==> config.mk <==
export PLATFORM = sky130hd
export DESIGN_NAME = dnn_accuracy_monitor
export DESIGN_NICKNAME = d
export VERILOG_FILES = /design/src/rtl/dnn_accuracy_monitor.sv
export SDC_FILE = /design/constraint.sdc
export NUM_CORES = 1
export LEC_CHECK = 0
export ABC_AREA = 0
export CAP_MARGIN = 20
export CORE_MARGIN = 1.5
export CORE_UTILIZATION = 49
export CTS_CLUSTER_DIAMETER = 120
export DETAILED_ROUTE_END_ITERATION = 10
export GPL_TIMING_DRIVEN = 0
export PLACE_DENSITY = 0.87
export SLEW_MARGIN = 20
export SYNTH_ARGS = -nofsm -noshare
export SYNTH_HDL_FRONTEND = slang
export SYNTH_SLANG_ARGS = --single-unit
==> constraint.sdc <==
create_clock -name clk -period 3.9 [get_ports clk]
set_input_delay 0.975 -clock clk [delete_from_list [all_inputs] [get_ports clk]]
set_output_delay 0.975 -clock clk [all_outputs]
set_load 0.02 [all_outputs]
==> src/rtl/dnn_accuracy_monitor.sv <==
`default_nettype none
// ============================================================================
// Module   : dnn_accuracy_monitor
// Purpose  : Output-side scoreboard for the DNN training loop. Delays each
//            one-hot training label by the network pipeline latency, grades
//            the network output against it on every block-cycle boundary and
//            accumulates windowed and total accuracy counts.
// Ports    : clk, reset             - system clock, sync active-high reset
//            cycle_clk             - DNN block-cycle clock (sampled as data)
//            ans_tc                - ideal one-hot label of the current case
//            actL_alln             - 1-bit outputs of all output neurons
//            case_valid            - one-clock pulse per graded case
//            case_correct          - grade of the last graded case (held)
//            win_correct/win_cases - running counts of the current window
//            window_done           - one-clock pulse on window completion
//            last_window_correct   - correct count of the last full window
//            total_cases           - graded cases since reset (saturating)
// Revision : 1.0 - initial release
// ============================================================================
module dnn_accuracy_monitor #(
  parameter int NOUT   = 10,
  parameter int N_OUT  = 64,
  parameter int DELAY  = 2,
  parameter int WINDOW = 1000,
  parameter int CW     = $clog2(WINDOW + 1)
) (
  input  logic             clk,
  input  logic             reset,
  input  logic             cycle_clk,
  input  logic [NOUT-1:0]  ans_tc,
  input  logic [N_OUT-1:0] actL_alln,
  output logic             case_valid,
  output logic             case_correct,
  output logic [CW-1:0]    win_correct,
  output logic [CW-1:0]    win_cases,
  output logic             window_done,
  output logic [CW-1:0]    last_window_correct,
  output logic [31:0]      total_cases
);

  localparam logic [CW-1:0] C_WINDOW = CW'(WINDOW);

  // Previous cycle_clk sample; reset to 1 so a cycle_clk already high at
  // reset release is not mistaken for a rising edge.
  logic            r_cc_d;
  // Label delay line: index 0 is the newest entry, DELAY-1 the oldest.
  logic [DELAY-1:0] r_vld;
  logic [NOUT-1:0]  r_lbl [DELAY];

  logic            w_boundary;
  logic            w_grade;
  logic            w_correct;
  logic [CW-1:0]   w_win_cases_inc;
  logic [CW-1:0]   w_win_correct_inc;
  logic            w_wrap;

  assign w_boundary        = cycle_clk & ~r_cc_d;
  assign w_grade           = w_boundary & r_vld[DELAY-1];
  // Exact match on the meaningful neurons only; an all-zero label is graded
  // like any other.
  assign w_correct         = (actL_alln[NOUT-1:0] == r_lbl[DELAY-1]);
  assign w_win_cases_inc   = win_cases + 1'b1;
  assign w_win_correct_inc = win_correct + CW'(w_correct);
  assign w_wrap            = (w_win_cases_inc == C_WINDOW);

  // Neurons above NOUT never affect the grade.
  generate
    if (N_OUT > NOUT) begin : g_unused_hi
      logic w_unused_hi;
      assign w_unused_hi = ^actL_alln[N_OUT-1:NOUT];
    end
  endgenerate

  always_ff @(posedge clk) begin
    if (reset) begin
      r_cc_d              <= 1'b1;
      r_vld               <= '0;
      case_valid          <= 1'b0;
      case_correct        <= 1'b0;
      win_correct         <= '0;
      win_cases           <= '0;
      window_done         <= 1'b0;
      last_window_correct <= '0;
      total_cases         <= '0;
    end else begin
      r_cc_d      <= cycle_clk;
      case_valid  <= 1'b0;
      window_done <= 1'b0;
      if (w_boundary) begin
        r_lbl[0] <= ans_tc;
        r_vld[0] <= 1'b1;
        for (int i = 1; i < DELAY; i++) begin
          r_lbl[i] <= r_lbl[i-1];
          r_vld[i] <= r_vld[i-1];
        end
        if (w_grade) begin
          case_valid   <= 1'b1;
          case_correct <= w_correct;
          if (total_cases != '1) begin
            total_cases <= total_cases + 32'd1;
          end
          if (w_wrap) begin
            last_window_correct <= w_win_correct_inc;
            window_done         <= 1'b1;
            win_cases           <= '0;
            win_correct         <= '0;
          end else begin
            win_cases   <= w_win_cases_inc;
            win_correct <= w_win_correct_inc;
          end
        end
      end
    end
  end

endmodule
`default_nettype wire

==> summary.md, run 1 <==
| Metric | Value |
|---|---|
| Hold Crit Class | `flop to flop` |
| Worst Path Required | `4.20 ns` |
| CTS tree | `done` |
| Via/cell ratio | `5.800` |
| Worst-path fanout max | `5` |
| Worst path slowest cell | `clkdlybuf4s50_1` |
| Mapped Nets | `523` |
| Total core area | `8134 sq um` |
| Grt met3 use | `3.641%` |
| Max Buffers Root-to-Sink | `2` |
| GRT busiest layer | `met2` |
| Final #Nets | `621` |
| Critical path launch point type | `input port` |
| Setup-failing EPs final | `0` |
| Pleak | `1.645 nW` |
| Synth top area share | `33.44%` |
| Worst-skew pair later-pin latency | `0.36 ns` |
| Post-CTS Resized | `0` |
| Crit. End Element | `flop` |
| Commonest cells after routing, fill and taps aside | `clkdlybuf4s50_1, dfxtp_1, nand2_1` |
| Syn Std Cell Area | `4071 sq um` |
| Largest net degree at the start of global routing | `16` |
| Area grow syn2layout | `29.50%` |
| Sequential share of the synthesized area | `48.19%` |
| WP data arrival | `3.52 ns` |
| Clock-pin slew on the worst setup and hold paths | `0.09 ns` |
| Met2 GRT Util | `36.75%` |
| Power per cell area | `311.4 nW/um^2` |
| Post-route core utilization | `64.82%` |
| Pre-antenna DRT Iters | `5` |
| Final min period | `3.224 ns` |
| Worst-Margin Slew | `0.7291 ns` |
| RSZ-0062 raised after global routing | `false` |
| Total GRT Usage | `22.78%` |
| Crit path max-delay family | `simple AND/OR/NAND/NOR gates` |
| Starting density of the core | `50.05%` |
| Die width | `94.16 microns` |
| Root Driver | `clkbuf_8` |
| Max-slew violations | `0` |
| DR iter-0 viols | `248` |
| Top post-synthesis cells by area | `dfxtp_1, edfxtp_1, a21oi_1` |
| Setup Skew | `0.005499 ns` |
| Post-synth top area cell | `dfxtp_1` |
| Die height | `94.16 microns` |
| Max frequency | `310.2 MHz` |
| Avg Synthesized Cell Area | `9.211 sq um` |
| Max incr delay on CP | `0.49 ns` |
| Hold Violations, Final | `0` |
| Yosys warns | `0` |
| Clk sink count | `88` |
| Share of cells above drive strength 1 | `6.972%` |
| Final setup TNS | `0 ns` |
| Routability congestion estimate | `0.9245` |
| PortBufs | `86` |
| Max-Cap Viols | `0` |
| Met1 global-route usage | `28.96%` |
| Die area | `8865 sq um` |
| CP bufs+invs | `1` |
| First-pass GRT wire length | `15.73 mm` |
| Commonest non-fill, non-tap cell in the layout | `clkdlybuf4s50_1` |
| DPL Wire Length | `7.107 mm` |
| Number of global-route vias before repair | `3462` |
| DRC errors left | `0` |
| Post-synth top flop | `dfxtp_1` |
| # diodes | `0` |
| Final ANT Viol Nets | `0` |
| CTS buffer count | `9` |
| Grt ovf | `0` |
| Wirelength per Cell | `14.92 microns` |
| VDD IR-drop max | `288.8 uV` |
| CP most frequent cell | `ha_1` |
| Register bit total from synthesis | `88` |
| Slew HR | `51.02%` |
| Postcts setup bufs | `0` |
| Asr flop ratio synth | `0%` |
| Htree depth | `3` |
| Initial antenna violation count | `0` |
| Cells after Synth | `442` |
| Run status | `completed` |
| Setup CP Type | `input port to flop` |
| Io pins | `142` |
| Crit share post-route | `82.67%` |
| Crit-path cells | `clkdlybuf4s50_1, xnor2_1, nand4_1, nor4_1, ha_1, ha_1, nand2_1, nor3_1, xor2_1, nand3_1, a21oi_1` |
| Wirelength, routed | `9.699 mm` |
| Via count | `3770` |
| Number of synthesized flops with an enable pin | `20` |
| Row cnt | `33` |
| Number of distinct library cells after synthesis | `49` |
| Cts-stage hold buffer count | `0` |
## routing by layer
layer	part of all wire, %	wire (microns)
met3	6.3	613
met2	49	4720
met4	2.7	261
met1	42	4103
met5	0	0
## flip-flops by register name, indices dropped and copies added, names as in the netlist
signal and count:
case_valid 1, win_cases 10, case_correct 1, win_correct 10, r_cc_d 1, total_cases 32
last_window_correct 10, window_done 1, r_lbl 20, r_vld 2
## synth_stat cells (all sizes together) (5+ instances only)
master,count
nand3,26
edfxtp,20
and4,5
a211oi,8
nand4,20
dfxtp,68
buf,7
or4,7
nor4,6
nor2b,7
mux2i,7
clkbuf,17
xnor2,12
nor3,15
nor2,39
or2,6
o31ai,7
and2,6
or3,13
xor2,13
a21oi,33
nand2,44
o21ai,18
## area by class of cell
cell class,count,area (sq um)
Multi-Input combinational cell,327,1986
Inverter,3,11.26
Tap cell,105,131.4
Timing Repair Buffer,87,872.1
Buffer,24,115.1
Sequential cell,88,1962
Clock buffer,9,123.9
Fill cell,647,2861
Clock inverter,7,71.32
## cell families after synthesis
| logic type | after synthesis | share of synthesized area, % |
|---|---|---|
| buffers and inverters | 27 | 3.104 |
| flip-flops | 88 | 48.19 |
| XOR/XNOR | 25 | 5.378 |
| adder cells (fa/ha/maj) | 4 | 1.229 |
| multiplexers | 11 | 2.827 |
| AO/OA/AOI/OAI | 80 | 12.63 |
| AND/OR/NAND/NOR | 207 | 26.64 |
## per-stage QoR
stage	cells	instance area, sq um	hold slack [ns]	setup slack [ns]	power, mW
after detailed placement	634	5077	0.4045	0.3801	1.033
after global routing	650	5273	0.4332	0.4951	1.705
final	650	5273	0.4242	0.6758	1.642
after floorplan	442	4071	0.4003	1.146	0.9937
after CTS	650	5273	0.4252	0.7532	1.652
after global placement	633	5064	0.4006	0.4304	1.030
## where the power goes
| group | internal (mW) | switching, mW | leakage, nW |
|---|---|---|---|
| clock network | 0.296 | 0.334 | 0.0933 |
| registers | 0.937 | 0.00802 | 0.730 |
| logic | 0.0347 | 0.0318 | 0.822 |
| total | 1.27 | 0.374 | 1.65 |
## worst paths after layout
kind | slack [ns] | startpoint | cells after the start | endpoint
max | 0.68 | actL_alln[2] | 11 | win_correct[8]
min | 0.42 | r_lbl[0][6] | 0 | r_lbl[0][16]
min reg2reg | 0.42 | r_lbl[0][6] | 0 | r_lbl[0][16]
max reg2reg | 1.35 | r_lbl[0][11] | 10 | win_correct[8]
Note: power is estimated with default switching activity, not from simulation.
==> run 2, diff against run 1 <==
--- a/config.mk
+++ b/config.mk
@@ -8,11 +8,11 @@
 export ABC_AREA = 0
 export CAP_MARGIN = 20
 export CORE_MARGIN = 1.5
-export CORE_UTILIZATION = 49
+export CORE_UTILIZATION = 45
 export CTS_CLUSTER_DIAMETER = 120
 export DETAILED_ROUTE_END_ITERATION = 10
 export GPL_TIMING_DRIVEN = 0
-export PLACE_DENSITY = 0.87
+export PLACE_DENSITY = 0.81
 export SLEW_MARGIN = 20
 export SYNTH_ARGS = -nofsm -noshare
 export SYNTH_HDL_FRONTEND = slang
==> constraint.sdc (replaced) <==
create_clock -name clk -period 3 [get_ports clk]
set_input_delay 0.75 -clock clk [delete_from_list [all_inputs] [get_ports clk]]
set_output_delay 0.75 -clock clk [all_outputs]
set_load 0.02 [all_outputs]
==> run 2 against run 1 <==
Compared with the run above: sequential power grew 30%; register-to-register slack worse by 0.88 ns; utilization shrank 4.1 points; combinational power is 33% higher; largest cell class unchanged; largest power group unchanged; highest routed layer unchanged.
==> summary.md, run 2 (same netlist as run 1, synthesis figures left out) <==
| Metric | Value |
|---|---|
| Wirelength, routed | `10.31 mm` |
| Max-slew violations | `0` |
| Flop pwr share | `55.5%` |
| NetSw | `0.4823 mW` |
| Postcts setup bufs | `0` |
| Number of global-route vias before repair | `3628` |
| Commonest cells after routing, fill and taps aside | `clkdlybuf4s50_1, dfxtp_1, nand2_1` |
| Via count | `3750` |
| Pre-antenna DRT Iters | `5` |
| Worst-skew pair later-pin latency | `0.36 ns` |
| Max-Cap Viols | `0` |
| Reg area | `1962 sq um` |
| Cts-stage hold buffer count | `0` |
| WP data arrival | `3.10 ns` |
| Max Buffers Root-to-Sink | `2` |
| # diodes | `0` |
| Final setup TNS | `0 ns` |
| DPL Wire Length | `7.577 mm` |
| Io pins | `142` |
| Max frequency | `355.7 MHz` |
| Slew HR | `47.86%` |
| Share of cells above drive strength 1 | `7.706%` |
| R2r startpoint | `total_cases[1]` |
| Top flop regs | `total_cases (32), r_lbl (20)` |
| Setup Skew | `0.01111 ns` |
| Wirelength per Cell | `15.79 microns` |
| Initial antenna violation count | `0` |
| Die area | `9628 sq um` |
| Crit share post-route | `93.71%` |
| Pleak | `1.657 nW` |
| Hold Violations, Final | `0` |
| Worst-path fanout max | `5` |
| Die height | `98.12 microns` |
| DR iter-0 viols | `209` |
| Total core area | `8763 sq um` |
| Largest net degree at the start of global routing | `18` |
| Routability congestion estimate | `0.9011` |
| Die width | `98.12 microns` |
| Hold Crit Class | `flop to flop` |
| Number of flip-flops under the largest register name | `32` |
| Clk sink count | `88` |
| # placed instances | `637` |
| Grt ovf | `0` |
| Crit-path cells | `clkdlybuf4s50_1, nand3b_1, nor4_1, o31ai_1, or4_1, a21oi_1` |
| Starting density of the core | `46.46%` |
| HP Start | `r_lbl[0][6]` |
| Worst-Margin Slew | `0.7749 ns` |
| DRC errors left | `0` |
| Sw frac | `21.77%` |
| Crit path launch | `cycle_clk` |
| Int Pwr | `1.733 mW` |
| Clock-pin slew on the worst setup and hold paths | `0.09 ns` |
| Reg with most FFs | `total_cases` |
| Clock power frac | `40.5%` |
| Crit path max-delay family | `simple AND/OR/NAND/NOR gates` |
| Comb pwr share | `4.0%` |
| Area grow syn2layout | `30.76%` |
| CTS buffer count | `9` |
| Worst Path Required | `3.29 ns` |
| Via/cell ratio | `5.743` |
| Htree depth | `3` |
| Final min period | `2.811 ns` |
| Run status | `completed` |
| Final #Nets | `621` |
| Max incr delay on CP | `0.68 ns` |
| Final ANT Viol Nets | `0` |
| Row cnt | `34` |
| Crit. End Element | `flop` |
| Root Driver | `clkbuf_8` |
| Multi-input logic area | `2011 sq um` |
| VDD IR-drop max | `193.7 uV` |
| CTS tree | `done` |
| RSZ-0062 raised after global routing | `false` |
| Fillers | `752` |
| Critical path launch point type | `input port` |
| Total GRT Usage | `21.98%` |
| CP bufs+invs | `1` |
| PortBufs | `86` |
| Final non-filler cell total | `653` |
| Worst path slowest cell | `nor4_1` |
| Commonest non-fill, non-tap cell in the layout | `clkdlybuf4s50_1` |
| Setup CP Type | `input port to flop` |
| Post-route core utilization | `60.75%` |
| Setup-failing EPs final | `0` |
| Power per cell area | `416.0 nW/um^2` |
| First-pass GRT wire length | `17.11 mm` |
==> run 2: path summary, 6_finish.rpt <==
check / endpoint / slack (ns) / depth (start not counted)
min reg2reg: r_lbl[0][16] / 0.42 / 0
max: total_cases[22] / 0.19 / 6
min: r_lbl[0][16] / 0.42 / 0
max reg2reg: total_cases[22] / 0.47 / 6
==> run 2: per-stage QoR <==
step	hold WS [ns]	setup slack [ns]	instance area, sq um	power, mW
after floorplan	0.4003	0.4711	4071	1.292
after global placement	0.4015	-0.2384	5067	1.340
after detailed placement	0.4045	-0.3525	5081	1.345
after CTS	0.4221	0.003925	5299	2.232
after global routing	0.4293	0.05871	5324	2.291
final	0.4201	0.1888	5324	2.215
==> run 2: power groups by stage <==
stage / sequential, mW / clock [mW] / combinational (mW)
6_report: 1.23 / 0.897 / 0.0884
5_1_grt: 1.23 / 0.965 / 0.0950
3_3_place_gp: 1.26 / 0 / 0.0840
3_5_place_dp: 1.26 / 0 / 0.0875
2_1_floorplan: 1.26 / 0 / 0.0333
4_1_cts: 1.23 / 0.915 / 0.0878
==> run 2: what timing repair did <==
action                     4_1_cts  5_1_grt
hold endpoints to repair         0        0
gates resized for setup          0        5
setup endpoints to repair        0        7
==> run 2: layout make-up <==
class,instances,area share [%]
multi-input combinational,327,37.77
sequential,88,36.85
timing repair buffer,87,16.38
tap,108,2.538
clock buffer,9,2.327
buffer,24,2.162
clock inverter,7,1.763
inverter,3,0.2115
==> run 2: routing by layer <==
| metal | global-route usage (%) | share of wire [%] | vias to the layer above |
|---|---|---|---|
| met1 | 27.50 | 43 | 1791 |
| met3 | 3.794 | 4.1 | 25 |
| met5 | 0 | 0 | - |
| li1 | - | - | 1818 |
| met2 | 36.66 | 50 | 116 |
| met4 | 10.88 | 3.1 | 0 |
==> run 3, diff against run 2 <==
--- a/config.mk
+++ b/config.mk
@@ -7,6 +7,7 @@
 export LEC_CHECK = 0
 export ABC_AREA = 0
 export CAP_MARGIN = 20
+export CORE_ASPECT_RATIO = 1.4
 export CORE_MARGIN = 1.5
 export CORE_UTILIZATION = 45
 export CTS_CLUSTER_DIAMETER = 120
==> run 3 against run 2 <==
Compared with the run above: register-to-register slack worse by 0.05 ns; highest routed layer unchanged; clock power up 30%; largest power group unchanged; power up 12%; critical path type unchanged; critical endpoint is now last_window_correct[6]; routed wire length up 6.4%; sequential power about the same; die area about the same; global-route usage up 0.37 points; first-iteration DRC count down 23%; maximum frequency down 2.6%.
==> summary.md, run 3 (same netlist as run 1, synthesis figures left out) <==
| Metric | Value |
|---|---|
| R2r startpoint | `total_cases[0]` |
| Worst-path fanout max | `5` |
| Pleak | `1.704 nW` |
| Final min period | `2.887 ns` |
| Crit share post-route | `96.23%` |
| Grt ovf | `0` |
| CTS tree | `done` |
| Postcts setup bufs | `0` |
| HP Start | `r_lbl[0][2]` |
| Via count | `3826` |
| Number of global-route vias before repair | `3647` |
| Worst-skew pair later-pin latency | `0.34 ns` |
| Setup CP Type | `input port to flop` |
| Starting density of the core | `46.75%` |
| Max Buffers Root-to-Sink | `2` |
| Clk sink count | `88` |
| Cts-stage hold buffer count | `0` |
| Setup Skew | `0.008629 ns` |
| Clock-pin slew on the worst setup and hold paths | `0.06 ns` |
| DR iter-0 viols | `160` |
| Final #Nets | `621` |
| PortBufs | `86` |
| CTS buffer count | `9` |
| Top flop regs | `total_cases (32), r_lbl (20)` |
| Die width | `83.39 microns` |
| Crit. End Element | `flop` |
| Total GRT Usage | `22.36%` |
| Largest net degree at the start of global routing | `18` |
| Die area | `9635 sq um` |
| DRC errors left | `0` |
| Area grow syn2layout | `32.76%` |
| Wirelength per Cell | `16.88 microns` |
| Total core area | `8708 sq um` |
| Max frequency | `346.4 MHz` |
| Power per cell area | `461.0 nW/um^2` |
| Final ANT Viol Nets | `0` |
| Pre-antenna DRT Iters | `5` |
| First-pass GRT wire length | `17.17 mm` |
| Run status | `completed` |
| Max-slew violations | `0` |
| GRT busiest layer | `met2` |
| Grt met3 use | `4.630%` |
| Io pins | `142` |
| Via/cell ratio | `5.886` |
| Final non-filler cell total | `650` |
| Root Driver | `clkbuf_16` |
| Row cnt | `40` |
| Setup-failing EPs final | `0` |
| Worst Path Required | `3.25 ns` |
| Wirelength, routed | `10.97 mm` |
| Total power | `2.492 mW` |
| Routability congestion estimate | `0.9141` |
| Crit path launch | `actL_alln[0]` |
| Number of flip-flops under the largest register name | `32` |
| Initial antenna violation count | `0` |
| Max-Cap Viols | `0` |
| Die height | `115.5 microns` |
| Final setup TNS | `0 ns` |
| WP data arrival | `3.14 ns` |
| # diodes | `0` |
| Critical path launch point type | `input port` |
| DPL Wire Length | `7.704 mm` |
| Met1 global-route usage | `23.92%` |
| Hold Violations, Final | `0` |
| Reg with most FFs | `total_cases` |
| Commonest cells after routing, fill and taps aside | `clkdlybuf4s50_1, dfxtp_1, nand2_1` |
| VDD IR-drop max | `377.8 uV` |
| Worst-Margin Slew | `0.6453 ns` |
| Htree depth | `3` |
| Slew HR | `56.65%` |
| Post-route cell area | `5405 sq um` |
| Hold Crit Class | `flop to flop` |
| # placed instances | `634` |
| Post-place instance area | `5081 sq um` |
| Met2 GRT Util | `41.95%` |
| Post-route core utilization | `62.07%` |
| Commonest non-fill, non-tap cell in the layout | `clkdlybuf4s50_1` |
| Share of cells above drive strength 1 | `6.789%` |
run 3: cell count changes in the layout (fill, tap and decap cells not counted), sizes merged:
cell	before	now
clkbuf	26	29
clkinv	3	1
inv	4	3
run 3: final cells by class:
cell class | count | area [sq um]
Buffer | 24 | 115.1
Fill cell | 739 | 3303
Timing Repair Buffer | 87 | 875.8
Clock inverter | 4 | 72.57
Tap cell | 105 | 131.4
Multi-Input combinational cell | 327 | 2001
Inverter | 3 | 11.26
Sequential cell | 88 | 1962
Clock buffer | 12 | 236.5
run 3: report_power, final:
part           internal [mW]  switching (mW)  total [mW]
logic                 0.0457          0.0453      0.0910
registers               1.22          0.0108        1.23
clock network          0.729           0.441        1.17
run 3: path summary, 6_finish.rpt:
kind / endpoint / slack, ns / cells after the start
max reg2reg: total_cases[2] / 0.42 / 8
min: r_lbl[0][12] / 0.42 / 0
min reg2reg: r_lbl[0][12] / 0.42 / 0
max: last_window_correct[6] / 0.11 / 10
run 3: worst max-delay path, stage by stage:
cell             delay, ns
clkdlybuf4s50_1       0.48
xnor2_1               0.12
nand4_1               0.16
nor4_4                0.32
ha_1                  0.23
ha_1                  0.26
nand2_1               0.09
or2_2                 0.35
xor2_1                0.17
a211oi_2              0.21
run 3: per-stage QoR:
stage	setup WS (ns)	hold slack [ns]
after floorplan	0.4711	0.4003
after global placement	-0.2712	0.4015
after detailed placement	-0.3201	0.4045
after CTS	0.02852	0.4191
after global routing	-0.03037	0.4306
final	0.1132	0.4173
run 3: routing by layer:
metal,wire length (microns),vias up
li1,-,1831
met1,4158,1823
met2,5858,145
met3,643,27
met4,312,0
met5,0,-
run 3: what timing repair did:
item / in CTS / in global routing
resized for setup: 0 / 2
endpoints found under the hold margin: 0 / 0
endpoints found under the setup margin: 0 / 7
